==> src/rtl/mips_ctrl_pkg.sv <==
// mips_ctrl_pkg: shared state, opcode, ALU-op and mux-select definitions for the multicycle MIPS control
package mips_ctrl_pkg;
  typedef enum logic [3:0] {
    S_FETCH  = 4'd0,
    S_DECODE = 4'd1,
    S_MEMADR = 4'd2,
    S_MEMRD  = 4'd3,
    S_MEMWB  = 4'd4,
    S_MEMWR  = 4'd5,
    S_EXEC   = 4'd6,
    S_ALUWB  = 4'd7,
    S_BRANCH = 4'd8,
    S_ADDIEX = 4'd9,
    S_ADDIWB = 4'd10,
    S_JUMP   = 4'd11
  } state_t;
  localparam logic [5:0] OP_RTYPE = 6'b000000;
  localparam logic [5:0] OP_LW    = 6'b100011;
  localparam logic [5:0] OP_SW    = 6'b101011;
  localparam logic [5:0] OP_BEQ   = 6'b000100;
  localparam logic [5:0] OP_ADDI  = 6'b001000;
  localparam logic [5:0] OP_J     = 6'b000010;
  localparam logic [1:0] ALUOP_ADD   = 2'b00;
  localparam logic [1:0] ALUOP_SUB   = 2'b01;
  localparam logic [1:0] ALUOP_FUNCT = 2'b10;
  localparam logic [1:0] SRCB_B      = 2'b00;
  localparam logic [1:0] SRCB_FOUR   = 2'b01;
  localparam logic [1:0] SRCB_IMM    = 2'b10;
  localparam logic [1:0] SRCB_IMM_SH = 2'b11;
  localparam logic [1:0] PC_ALU      = 2'b00;
  localparam logic [1:0] PC_ALUOUT   = 2'b01;
  localparam logic [1:0] PC_JUMP     = 2'b10;
  typedef struct packed {
    logic       mem_read;
    logic       mem_write;
    logic       iord;
    logic       ir_write;
    logic       pc_write;
    logic       pc_write_cond;
    logic [1:0] pc_src;
    logic       alu_src_a;
    logic [1:0] alu_src_b;
    logic [1:0] alu_op;
    logic       reg_write;
    logic       reg_dst;
    logic       mem_to_reg;
  } ctrl_t;
  function automatic logic is_legal(input logic [5:0] op);
    return op == OP_LW || op == OP_SW || op == OP_RTYPE || op == OP_BEQ || op == OP_ADDI || op == OP_J;
  endfunction
endpackage

==> src/rtl/mips_multicycle_ctrl_if.sv <==
// mips_multicycle_ctrl_if: instruction/memory status in, datapath control word out
interface mips_multicycle_ctrl_if;
  logic [5:0] opcode;
  logic       mem_ready;
  logic       mem_read;
  logic       mem_write;
  logic       iord;
  logic       ir_write;
  logic       pc_write;
  logic       pc_write_cond;
  logic [1:0] pc_src;
  logic       alu_src_a;
  logic [1:0] alu_src_b;
  logic [1:0] alu_op;
  logic       reg_write;
  logic       reg_dst;
  logic       mem_to_reg;
  logic       illegal_op;
  logic [3:0] state_o;
  modport master (
    input  opcode, mem_ready,
    output mem_read, mem_write, iord, ir_write, pc_write, pc_write_cond, pc_src,
           alu_src_a, alu_src_b, alu_op, reg_write, reg_dst, mem_to_reg, illegal_op, state_o
  );
  modport slave (
    output opcode, mem_ready,
    input  mem_read, mem_write, iord, ir_write, pc_write, pc_write_cond, pc_src,
           alu_src_a, alu_src_b, alu_op, reg_write, reg_dst, mem_to_reg, illegal_op, state_o
  );
endinterface

==> src/rtl/mips_ctrl_outdec.sv <==
// mips_ctrl_outdec: state to control-word decoder; a stalled fetch suppresses the IR/PC loads
module mips_ctrl_outdec
  import mips_ctrl_pkg::*;
(
  input  logic       rst,
  input  state_t     state,
  input  logic [5:0] opcode,
  input  logic       stall,
  output ctrl_t      c,
  output logic       illegal_op
);
  always_comb begin
    c = '0;
    case (state)
      S_FETCH: begin
        c.mem_read  = 1'b1;
        c.ir_write  = !stall;
        c.pc_write  = !stall;
        c.alu_src_b = SRCB_FOUR;
        c.alu_op    = ALUOP_ADD;
        c.pc_src    = PC_ALU;
      end
      S_DECODE: c.alu_src_b = SRCB_IMM_SH;
      S_MEMADR: begin
        c.alu_src_a = 1'b1;
        c.alu_src_b = SRCB_IMM;
      end
      S_MEMRD: begin
        c.mem_read = 1'b1;
        c.iord     = 1'b1;
      end
      S_MEMWB: begin
        c.reg_write  = 1'b1;
        c.mem_to_reg = 1'b1;
      end
      S_MEMWR: begin
        c.mem_write = 1'b1;
        c.iord      = 1'b1;
      end
      S_EXEC: begin
        c.alu_src_a = 1'b1;
        c.alu_op    = ALUOP_FUNCT;
      end
      S_ALUWB: begin
        c.reg_write = 1'b1;
        c.reg_dst   = 1'b1;
      end
      S_BRANCH: begin
        c.alu_src_a     = 1'b1;
        c.alu_op        = ALUOP_SUB;
        c.pc_write_cond = 1'b1;
        c.pc_src        = PC_ALUOUT;
      end
      S_ADDIEX: begin
        c.alu_src_a = 1'b1;
        c.alu_src_b = SRCB_IMM;
      end
      S_ADDIWB: c.reg_write = 1'b1;
      S_JUMP: begin
        c.pc_write = 1'b1;
        c.pc_src   = PC_JUMP;
      end
      default: c = '0;
    endcase
    c = rst ? '0 : c;
    illegal_op = !rst && state == S_DECODE && !is_legal(opcode);
  end
endmodule

==> src/rtl/mips_multicycle_ctrl.sv <==
// mips_multicycle_ctrl: multicycle MIPS main control FSM (state register and next-state logic)
module mips_multicycle_ctrl
  import mips_ctrl_pkg::*;
#(
  parameter bit MEM_WAIT_EN = 1'b1
) (
  input logic                  clk,
  input logic                  rst,
  mips_multicycle_ctrl_if.master bus
);
  state_t state, state_n;
  ctrl_t  c;
  logic   stall;
  assign stall = MEM_WAIT_EN && !bus.mem_ready;
  always_ff @(posedge clk)
    state <= rst ? S_FETCH : state_n;
  always_comb begin
    state_n = S_FETCH;
    case (state)
      S_FETCH:  state_n = stall ? S_FETCH : S_DECODE;
      S_DECODE: state_n = (bus.opcode == OP_LW || bus.opcode == OP_SW) ? S_MEMADR :
                          bus.opcode == OP_RTYPE ? S_EXEC :
                          bus.opcode == OP_BEQ   ? S_BRANCH :
                          bus.opcode == OP_ADDI  ? S_ADDIEX :
                          bus.opcode == OP_J     ? S_JUMP : S_FETCH;
      S_MEMADR: state_n = bus.opcode == OP_SW ? S_MEMWR : S_MEMRD;
      S_MEMRD:  state_n = stall ? S_MEMRD : S_MEMWB;
      S_MEMWR:  state_n = stall ? S_MEMWR : S_FETCH;
      S_EXEC:   state_n = S_ALUWB;
      S_ADDIEX: state_n = S_ADDIWB;
      default:  state_n = S_FETCH;
    endcase
  end
  mips_ctrl_outdec u_outdec (
    .rst(rst), .state(state), .opcode(bus.opcode), .stall(stall), .c(c), .illegal_op(bus.illegal_op)
  );
  assign bus.mem_read      = c.mem_read;
  assign bus.mem_write     = c.mem_write;
  assign bus.iord          = c.iord;
  assign bus.ir_write      = c.ir_write;
  assign bus.pc_write      = c.pc_write;
  assign bus.pc_write_cond = c.pc_write_cond;
  assign bus.pc_src        = c.pc_src;
  assign bus.alu_src_a     = c.alu_src_a;
  assign bus.alu_src_b     = c.alu_src_b;
  assign bus.alu_op        = c.alu_op;
  assign bus.reg_write     = c.reg_write;
  assign bus.reg_dst       = c.reg_dst;
  assign bus.mem_to_reg    = c.mem_to_reg;
  assign bus.state_o       = rst ? 4'd0 : state;
endmodule

==> src/flat_wrapper.sv <==
// flat-port wrapper written by rule: the top's interface ports become plain ports
module mips_multicycle_ctrl_flat import mips_ctrl_pkg::*;
#(
  parameter bit MEM_WAIT_EN = 1'b1
)
  (clk, rst, bus_opcode, bus_mem_ready, bus_mem_read, bus_mem_write, bus_iord, bus_ir_write, bus_pc_write, bus_pc_write_cond, bus_pc_src, bus_alu_src_a, bus_alu_src_b, bus_alu_op, bus_reg_write, bus_reg_dst, bus_mem_to_reg, bus_illegal_op, bus_state_o);
  mips_multicycle_ctrl_if bus_i ();
  input logic clk;
  input logic rst;
  input wire logic [$bits(bus_i.opcode)-1:0] bus_opcode;
  input wire logic [$bits(bus_i.mem_ready)-1:0] bus_mem_ready;
  output wire logic [$bits(bus_i.mem_read)-1:0] bus_mem_read;
  output wire logic [$bits(bus_i.mem_write)-1:0] bus_mem_write;
  output wire logic [$bits(bus_i.iord)-1:0] bus_iord;
  output wire logic [$bits(bus_i.ir_write)-1:0] bus_ir_write;
  output wire logic [$bits(bus_i.pc_write)-1:0] bus_pc_write;
  output wire logic [$bits(bus_i.pc_write_cond)-1:0] bus_pc_write_cond;
  output wire logic [$bits(bus_i.pc_src)-1:0] bus_pc_src;
  output wire logic [$bits(bus_i.alu_src_a)-1:0] bus_alu_src_a;
  output wire logic [$bits(bus_i.alu_src_b)-1:0] bus_alu_src_b;
  output wire logic [$bits(bus_i.alu_op)-1:0] bus_alu_op;
  output wire logic [$bits(bus_i.reg_write)-1:0] bus_reg_write;
  output wire logic [$bits(bus_i.reg_dst)-1:0] bus_reg_dst;
  output wire logic [$bits(bus_i.mem_to_reg)-1:0] bus_mem_to_reg;
  output wire logic [$bits(bus_i.illegal_op)-1:0] bus_illegal_op;
  output wire logic [$bits(bus_i.state_o)-1:0] bus_state_o;
  assign bus_i.opcode = bus_opcode;
  assign bus_i.mem_ready = bus_mem_ready;
  assign bus_mem_read = bus_i.mem_read;
  assign bus_mem_write = bus_i.mem_write;
  assign bus_iord = bus_i.iord;
  assign bus_ir_write = bus_i.ir_write;
  assign bus_pc_write = bus_i.pc_write;
  assign bus_pc_write_cond = bus_i.pc_write_cond;
  assign bus_pc_src = bus_i.pc_src;
  assign bus_alu_src_a = bus_i.alu_src_a;
  assign bus_alu_src_b = bus_i.alu_src_b;
  assign bus_alu_op = bus_i.alu_op;
  assign bus_reg_write = bus_i.reg_write;
  assign bus_reg_dst = bus_i.reg_dst;
  assign bus_mem_to_reg = bus_i.mem_to_reg;
  assign bus_illegal_op = bus_i.illegal_op;
  assign bus_state_o = bus_i.state_o;
  mips_multicycle_ctrl #(.MEM_WAIT_EN(MEM_WAIT_EN)) u_core (.clk(clk), .rst(rst), .bus(bus_i));
endmodule
==> config.mk <==
export PLATFORM = sky130hd
export DESIGN_NAME = mips_multicycle_ctrl_flat
export DESIGN_NICKNAME = d
export VERILOG_FILES = /design/src/rtl/mips_ctrl_pkg.sv /design/src/rtl/mips_multicycle_ctrl_if.sv /design/src/rtl/mips_ctrl_outdec.sv /design/src/rtl/mips_multicycle_ctrl.sv /design/src/flat_wrapper.sv
export SDC_FILE = /design/constraint.sdc
export NUM_CORES = 1
export LEC_CHECK = 0
export ABC_AREA = 1
export ABC_CLOCK_PERIOD_IN_PS = 1600
export BUFFER_PORTS_ARGS = -buffer_cell sky130_fd_sc_hd__buf_2
export CORE_AREA = 2 2 39 41
export DETAILED_ROUTE_END_ITERATION = 6
export DIE_AREA = 0 0 41 43
export GPL_TIMING_DRIVEN = 1
export PLACE_DENSITY = 0.8
export SYNTH_ARGS = -nofsm -noshare
export SYNTH_HDL_FRONTEND = slang
export SYNTH_SLANG_ARGS = --single-unit
==> constraint.sdc <==
create_clock -name clk -period 1.6 [get_ports clk]
set_input_delay 0.4 -clock clk [delete_from_list [all_inputs] [get_ports clk]]
set_output_delay 0.4 -clock clk [all_outputs]
set_load 0.01 [all_outputs]
# Word level (Yosys, flattened, before mapping)
# Index checks and enable logic that the tools add are counted.
# Widths: inputs -> output; s select.
[totals] ff_bits=4 latchBits=0 ramBits=0 rom_bits=0 out_inout_bits=21 mem_count=0
[op_classes] n_addsub=0 multipliers=0 n_div=0 magnitude_cmp=0 n_eq_ne=16 shift=0 n_mux=25 bitwise_logic=0 reduce_logical=16
[op_table] operator="$pmux 4 s7" count=1
[op_table] operator="$mux 4" count=6
[op_table] operator="$eq 4x3->1 const B" count=4
[op_table] operator="$eq 4x4->1 const B" count=4
[op_table] operator="$mux 16" count=1
[op_table] operator="$eq 6x6->1 const B" count=2
[op_table] operator="$mux 1" count=10
[op_table] operator="$mux 3" count=3
[op_table] operator="$eq 4x2->1 const B" count=2
[op_table] operator="$pmux 2 s2" count=2
[op_table] operator="$eq 6x2->1 const B" count=1
[op_table] operator="$eq 6x3->1 const B" count=1
[op_table] operator="$eq 6x4->1 const B" count=1
[op_table] operator="$logic_not 6->1" count=1
[op_table] operator="$pmux 2 s3" count=1
[op_table] operator="$reduce_or 2->1" count=3
[op_table] operator="$logic_or 1x1->1" count=5
[op_table] operator="$eq 4x1->1 const B" count=1
[op_table] operator="$logic_not 4->1" count=1
[op_table] operator="$reduce_or 4->1" count=1
[op_table] operator="$reduce_or 3->1" count=1
[op_table] operator="$logic_and 1x1->1" count=2
[op_table] operator="$logic_not 1->1" count=2
[op_table] operator="$pmux 1 s2" count=1

# Logic depth before layout (Yosys ltp)
# Gate-level depths: netlist of the first run.
[depth] ltp_word=8 depth_mapped=7

# Modules after synthesis
# A second synthesis of the first run with hierarchy kept.
[unflattened] cells_unflattened=131 hier_area_um2=661.9
[by_module_without_submodules] mod="mips_multicycle_ctrl" n_inst=1 cells_each=72 area_per_inst_um2=399.1
[by_module_without_submodules] mod="mips_ctrl_outdec" n_inst=1 cells_each=59 area_per_inst_um2=262.8

# Worst setup path after synthesis of the first run
# OpenSTA, ideal clock, no wires.
[synth_path] path_kind="in2out" start="input port rst" end="output port bus_alu_op[0]" t_arrival_ns=1.019 required_time_ns=1.200 setup_slack_ns=0.181 path_stages=3 cell_sequence="clkbuf_1 -> clkbuf_1 -> nor2_1"
[synth_between] elab_chain_cells=1
[synth_rtl] item="from (decl)" line_no="flat_wrapper.sv:9" text="input logic rst;"
[synth_rtl] item="$mux 16" line_no="mips_ctrl_outdec.sv:65" text="c = rst ? '0 : c;"
[synth_rtl] item="to (decl)" line_no="flat_wrapper.sv:21" text="output wire logic [$bits(bus_i.alu_op)-1:0] bus_alu_op;"
# No other way between the ends.

# Final worst setup path of the first run
[layout_path] start="register u_core.state[1]" end="output port bus_illegal_op"
[layout_between] elab_chain_cells=3
[layout_rtl] item="from (decl)" line_no="mips_multicycle_ctrl.sv:11" text="state_t state, state_n;"
[layout_rtl] item="from (signal assigned)" line_no="mips_multicycle_ctrl.sv:16" text="state <= rst ? S_FETCH : state_n;"
[layout_rtl] item="$eq 4x1->1" line_no="mips_ctrl_outdec.sv:66" text="illegal_op = !rst && state == S_DECODE && !is_legal(opcode);"
[layout_rtl] item="$logic_and 1x1->1 (2 in series)" line_no="mips_ctrl_outdec.sv:66"
[layout_rtl] item="to (decl)" line_no="flat_wrapper.sv:25" text="output wire logic [$bits(bus_i.illegal_op)-1:0] bus_illegal_op;"
# No other way between the ends.

==> reports/metrics.cfg, run 1 <==
[layout]
drive_above_1_share_pct = 41.89
area_growth_pct = 50.23
regMostFlops = u_core.state
nNetsFinal = 159
largestRegisters = u_core.state (4)
largest_register_ffs = 4
post-route-util_pct = 60.31
n_antenna_cell = 0

[clock_network]
clkTransAtPathRegs_ns = 0.04
cts_buffer_depth = 2
htreeDepth = 1
cts_buffers = 3
clockRootBuffer = clkbuf_4
insertion_delay_ns = 0.23
cts_sinks = 4
cts_tree = done

[floorplanning]
start_util_pct = 40.14
dieArea_sq_mm = 0.001763
coreArea_sq_mm = 0.001384
io_pins = 30
rows = 14
dieHeight_microns = 43
die_w_microns = 41

[sta]
setup_ws_ns = -0.04993
period_share_pct = 103.1
hold_violations = 0
finClkSkew_ns = 0.0002102
timing.fmax_mhz = 606.1
setup_viol = 1
layout_min_cycle_time_ns = 1.650
finalMaxSlewViolations = 0
rsz0062_at_grt = true
worstMarginPinSlew_ns = 0.4286
slew_headroom_pct = 71.43

[yosys]
syn_area_sq_um = 555.5
synthArstFlopShare_pct = 0
synthFlopType = dfxtp_1
ys_types = 17
seq_area_frac_synth_pct = 14.41
syn_nets = 122
synth_seq_cells = 4
synth-edff-count = 0
yosysWarningCount = 0
syn_inst = 113
syn_avg_cell_area_sq_um = 4.916

[placed_design]
globalplace.congestion = 0.7672
port-buffer-count = 29
place_ws_ns = -0.003742
dpl.hpwl_microns = 1217

[routing]
drt-initial-drc-count = 12
drt_wl_total_microns = 1617
wl_per_cell_microns = 9.860
first_pass_iters = 4
antenna_left = 0
drc = 0
avgViaCountPerCell = 4.951
vias = 812

[flow_run]
max_cap_viol_count = 0

[global_routing]
grt_start_max_net_pins = 26
gr-usage-all-layers_pct = 18.56
antenna_found_initial = 0
grt_pass1_wl_microns = 2359
grt_pass1_vias = 651
grt-ovfl-total = 0

[critical_path]
path_cells = inv_4 > nand2_4 > inv_4 > nand2_4 > nor2_4 > nand2_2 > nor3_2 > buf_2
cpPeakStageDelay_ns = 0.36
cp_slowest_cell = dfxtp_4
path_class = register to output port
cp.arrival_ns = 1.25
cp_top_family = simple AND/OR/NAND/NOR gates
crit_fanout = 4
cp-start-kind = register
worstPathRequired_ns = 1.20
path_buf_inv = 3
worstSetupEndpointType = output port

[outcome]
status = finished with violations
failed_checks = setup timing

[power_and_ir_drop]
cellPowerDensity_mw_per_mm2 = 392.5
ir_worst_vdd_mv = 0.4241
total_leakage_power_nw = 0.4734

[min_path]
hp-class = input pin to register

==> final timing paths <==
kind,startpoint,endpoint,slack [ns],depth (start not counted)
max reg2reg,u_core.state[3]$_SDFF_PP0_,u_core.state[1]$_SDFF_PP0_,0.53,7
max,u_core.state[1]$_SDFF_PP0_,bus_illegal_op,-0.05,8
min,bus_mem_ready,u_core.state[2]$_SDFF_PP0_,0.56,5
min reg2reg,u_core.state[2]$_SDFF_PP0_,u_core.state[3]$_SDFF_PP0_,0.69,3
==> power breakdown <==
part	total, W	switching (W)	internal (W)
clock	0.000121	0.0000369	0.0000836
combinational	0.000102	0.0000643	0.0000377
sequential	0.000105	0.00000550	0.0000995
==> metal layers <==
layer  share of wire [%]  up-vias  global-route usage (%)
li1                    -      428                       -
met1                  41      356                   18.59
met2                  53       28                   36.56
met3                 6.2        0                   3.141
met4                   0        0                   2.667
met5                   0        -                       0
==> cells in the final DEF, fill, tap and decap left out, drive strengths merged, types with 3 or more instances in the layout <==
master / instances
nor2: 36
buf: 35
nand2: 29
inv: 15
nand3: 12
a21oi: 6
dfxtp: 4
clkbuf: 3
nor3: 3
==> through the flow <==
step                      total power, W  area, sq um  setup TNS [ns]  instances  hold WS, ns
final                          0.0003276        834.6        -0.04993        164       0.5563
after global routing           0.0003554        834.6         -0.4768        164       0.5938
after CTS                      0.0003292        798.3         -0.1155        162       0.5467
after detailed placement       0.0001996        724.4       -0.003742        157       0.7344
after global placement         0.0001979        724.4               0        157       0.7253
after floorplan                0.0001659        555.5               0        113       0.6341
==> final cells by class <==
class,instances,area (sq um)
Fill cell,145,549.3
Multi-Input combinational cell,91,445.4
Timing Repair Buffer,35,190.2
Sequential cell,4,92.59
Inverter,15,63.81
Clock buffer,3,22.52
Tap cell,16,20.02
==> Yosys cell counts (2+ instances only) <==
cell	count	area (sq um)
nand2_1	26	97.59
nand2_2	3	18.77
inv_2	4	15.01
nor2_2	4	25.02
clkbuf_1	3	11.26
inv_1	11	41.29
nor3_1	2	10.01
dfxtp_1	4	80.08
a31oi_1	2	12.51
nor2_1	31	116.4
a21oi_1	6	30.03
nand3_1	12	60.06
==> worst register-to-register path, cell delays in order (launching register included) <==
cell and delay, ns:
dfxtp_2 0.37, inv_4 0.06, nand2_2 0.09, inv_2 0.05
nand2_1 0.10, nand3_1 0.08, nor2_1 0.11, a21oi_1 0.07
==> what timing repair did <==
item                                    CTS  global route
gates resized for setup                  13             9
hold buffers                              0             0
hold endpoints to repair                  0             0
buffers inserted                          2             2
pin swaps                                 3             3
endpoints found under the setup margin   11            14
gates cloned                              0             0
==> cell families (layout without fill, tap and decap cells) <==
family / count (synthesis) / after routing / synth area share, %
AO/OA/AOI/OAI: 10 / 10 / 9.458
buffers and inverters: 18 / 53 / 12.16
flip-flops: 4 / 4 / 14.41
AND/OR/NAND/NOR: 81 / 81 / 63.96
(Power assumes the default switching activity.)
==> run 2, diff against run 1 <==
ABC_CLOCK_PERIOD_IN_PS = 1800   (was 1600)
CORE_AREA = default   (was 2 2 39 41)
CORE_ASPECT_RATIO = 1.5   (was default)
CORE_MARGIN = 2   (was default)
CORE_UTILIZATION = 25   (was default)
DIE_AREA = default   (was 0 0 41 43)
PLACE_DENSITY = 0.55   (was 0.8)
clock period = 1.8 ns   (was 1.6 ns; I/O delays follow)
==> reports/metrics.cfg, run 2 (same netlist as run 1, synthesis figures left out) <==
[min_path]
min_from = bus_mem_ready
hp-class = input pin to register
whs_endpoint = u_core.state[2]$_SDFF_PP0_
whs_path_depth = 5

[clock_network]
ctsHoldBuffers = 0
cts_tree = done
cts_sinks = 4
cts_buffer_depth = 2
clockRootBuffer = clkbuf_4
insertion_delay_ns = 0.23
clkTransAtPathRegs_ns = 0.03
cts_buffers = 3
htreeDepth = 1

[critical_path]
cp-start-kind = register
r2r_end = u_core.state[0]$_SDFF_PP0_
r2r_cells = 5
cpPeakStageDelay_ns = 0.34
path_cells = nor2_1 > nand3_1 > a21oi_1 > buf_2
cp_slowest_cell = dfxtp_2
crit_fanout = 5
reg2reg_from = u_core.state[0]$_SDFF_PP0_
path_class = register to output port
r2r_setup_slack_ns = 0.70
cp.arrival_ns = 1.29
path_buf_inv = 1
worstSetupEndpointType = output port
cp_top_family = simple AND/OR/NAND/NOR gates
path_depth = 4
worstPathRequired_ns = 1.35

[routing]
drt_wl_total_microns = 1644
drc = 0
first_pass_iters = 4
antenna_left = 0
vias = 747
wl_per_cell_microns = 9.904
drt-initial-drc-count = 12
avgViaCountPerCell = 4.500

[outcome]
status = finished, final reports clean

[layout]
fill_cells = 249
final_cells = 166
drive_above_1_share_pct = 37.50
n_antenna_cell = 0
nNetsFinal = 155
largest_register_ffs = 4
area_growth_pct = 42.12
largestRegisters = u_core.state (4)
regMostFlops = u_core.state
layout_common_cells = nor2_1 (29), buf_2 (29), nand2_1 (25), nand3_1 (12), inv_1 (11)

[sta]
finClkSkew_ns = 0.001163
worstMarginPinSlew_ns = 0.4267
hold_violations = 0
rsz0062_at_grt = true
finalMaxSlewViolations = 0
layout_min_cycle_time_ns = 1.737
setup_viol = 0
timing.hold.ws_ns = 0.5988
period_share_pct = 96.48
timing.fmax_mhz = 575.8
slew_headroom_pct = 71.55

[global_routing]
antenna_found_initial = 0
use_met2_pct = 29.23
gr-usage-all-layers_pct = 13.74
grt-ovfl-total = 0
met3_usage_pct = 2.601
grt_start_max_net_pins = 26
grt_pass1_wl_microns = 2794
grt_pass1_vias = 683
top_usage_layer = met2
use_met1_pct = 13.16

[placed_design]
port-buffer-count = 29
post-place-cells = 162
dpl.hpwl_microns = 1369
globalplace.congestion = 0.7911

[floorplanning]
coreArea_sq_mm = 0.002077
rows = 20
dieArea_sq_mm = 0.002623
start_util_pct = 26.75
die_w_microns = 42.49
io_pins = 30
dieHeight_microns = 61.74

[power_and_ir_drop]
ir_worst_vdd_mv = 0.1707
cellPowerDensity_mw_per_mm2 = 365.5
total_leakage_power_nw = 0.4531

[flow_run]
max_cap_viol_count = 0

[run 2: worst max path at each step]
stage,from,to,slack (ns)
6_report,u_core.state[0]$_SDFF_PP0_,bus_pc_write,0.06
2_1_floorplan,rst,bus_alu_op[0],0.28
3_5_place_dp,bus_opcode[5],bus_illegal_op,0.06
5_1_grt,u_core.state[1]$_SDFF_PP0_,bus_illegal_op,-0.03
4_1_cts,u_core.state[3]$_SDFF_PP0_,bus_alu_src_b[1],-0.01
3_3_place_gp,bus_opcode[5],bus_illegal_op,0.12
[run 2: timing repair]
item	CTS	global route
gates resized for setup	1	11
setup endpoints to repair	2	8
pin swaps	1	4
setup buffers	0	1
[run 2: worst reg2reg max path, stage by stage, from the launching register on]
cell and delay [ns]:
dfxtp_2 0.34, nor2_1 0.25, nand3_1 0.17, nand2_1 0.09, nor2_1 0.04, a21oi_1 0.12
[run 2: where the power goes]
| part | switching [W] | total, W | internal (W) |
|---|---|---|---|
| registers | 0.00000368 | 0.0000956 | 0.0000919 |
| clock network | 0.0000297 | 0.000104 | 0.0000741 |
| logic | 0.0000571 | 0.0000892 | 0.0000321 |
| total | 0.0000905 | 0.000289 | 0.000198 |
[run 2: per-stage QoR]
step / setup slack, ns / utilization [%] / power [W] / TNS [ns] / cell area [sq um]
final: 0.06330 / 38.01 / 0.0002885 / 0 / 789.5
after global routing: -0.03273 / 38.01 / 0.0003064 / -0.06167 / 789.5
after CTS: -0.01275 / 36.20 / 0.0002859 / -0.01275 / 752.0
after detailed placement: 0.06334 / 34.88 / 0.0001788 / 0 / 724.4
after global placement: 0.1246 / 34.88 / 0.0001776 / 0 / 724.4
after floorplan: 0.2807 / - / 0.0001475 / 0 / 555.5
[run 2: final cells by class]
| type | instances | area (sq um) | area share [%] |
|---|---|---|---|
| Clock buffer | 3 | 22.52 | 2.853 |
| Inverter | 15 | 58.81 | 7.448 |
| Multi-Input combinational cell | 91 | 435.4 | 55.15 |
| Sequential cell | 4 | 85.08 | 10.78 |
| Tap cell | 22 | 27.53 | 3.487 |
| Timing Repair Buffer | 31 | 160.2 | 20.29 |
[run 2: layer usage]
metal | up-vias | routed length [microns] | part of all wire [%]
li1 | 414 | - | -
met1 | 305 | 670 | 41
met2 | 28 | 873 | 53
met3 | 0 | 99 | 6.0
met4 | 0 | 0 | 0
met5 | - | 0 | 0
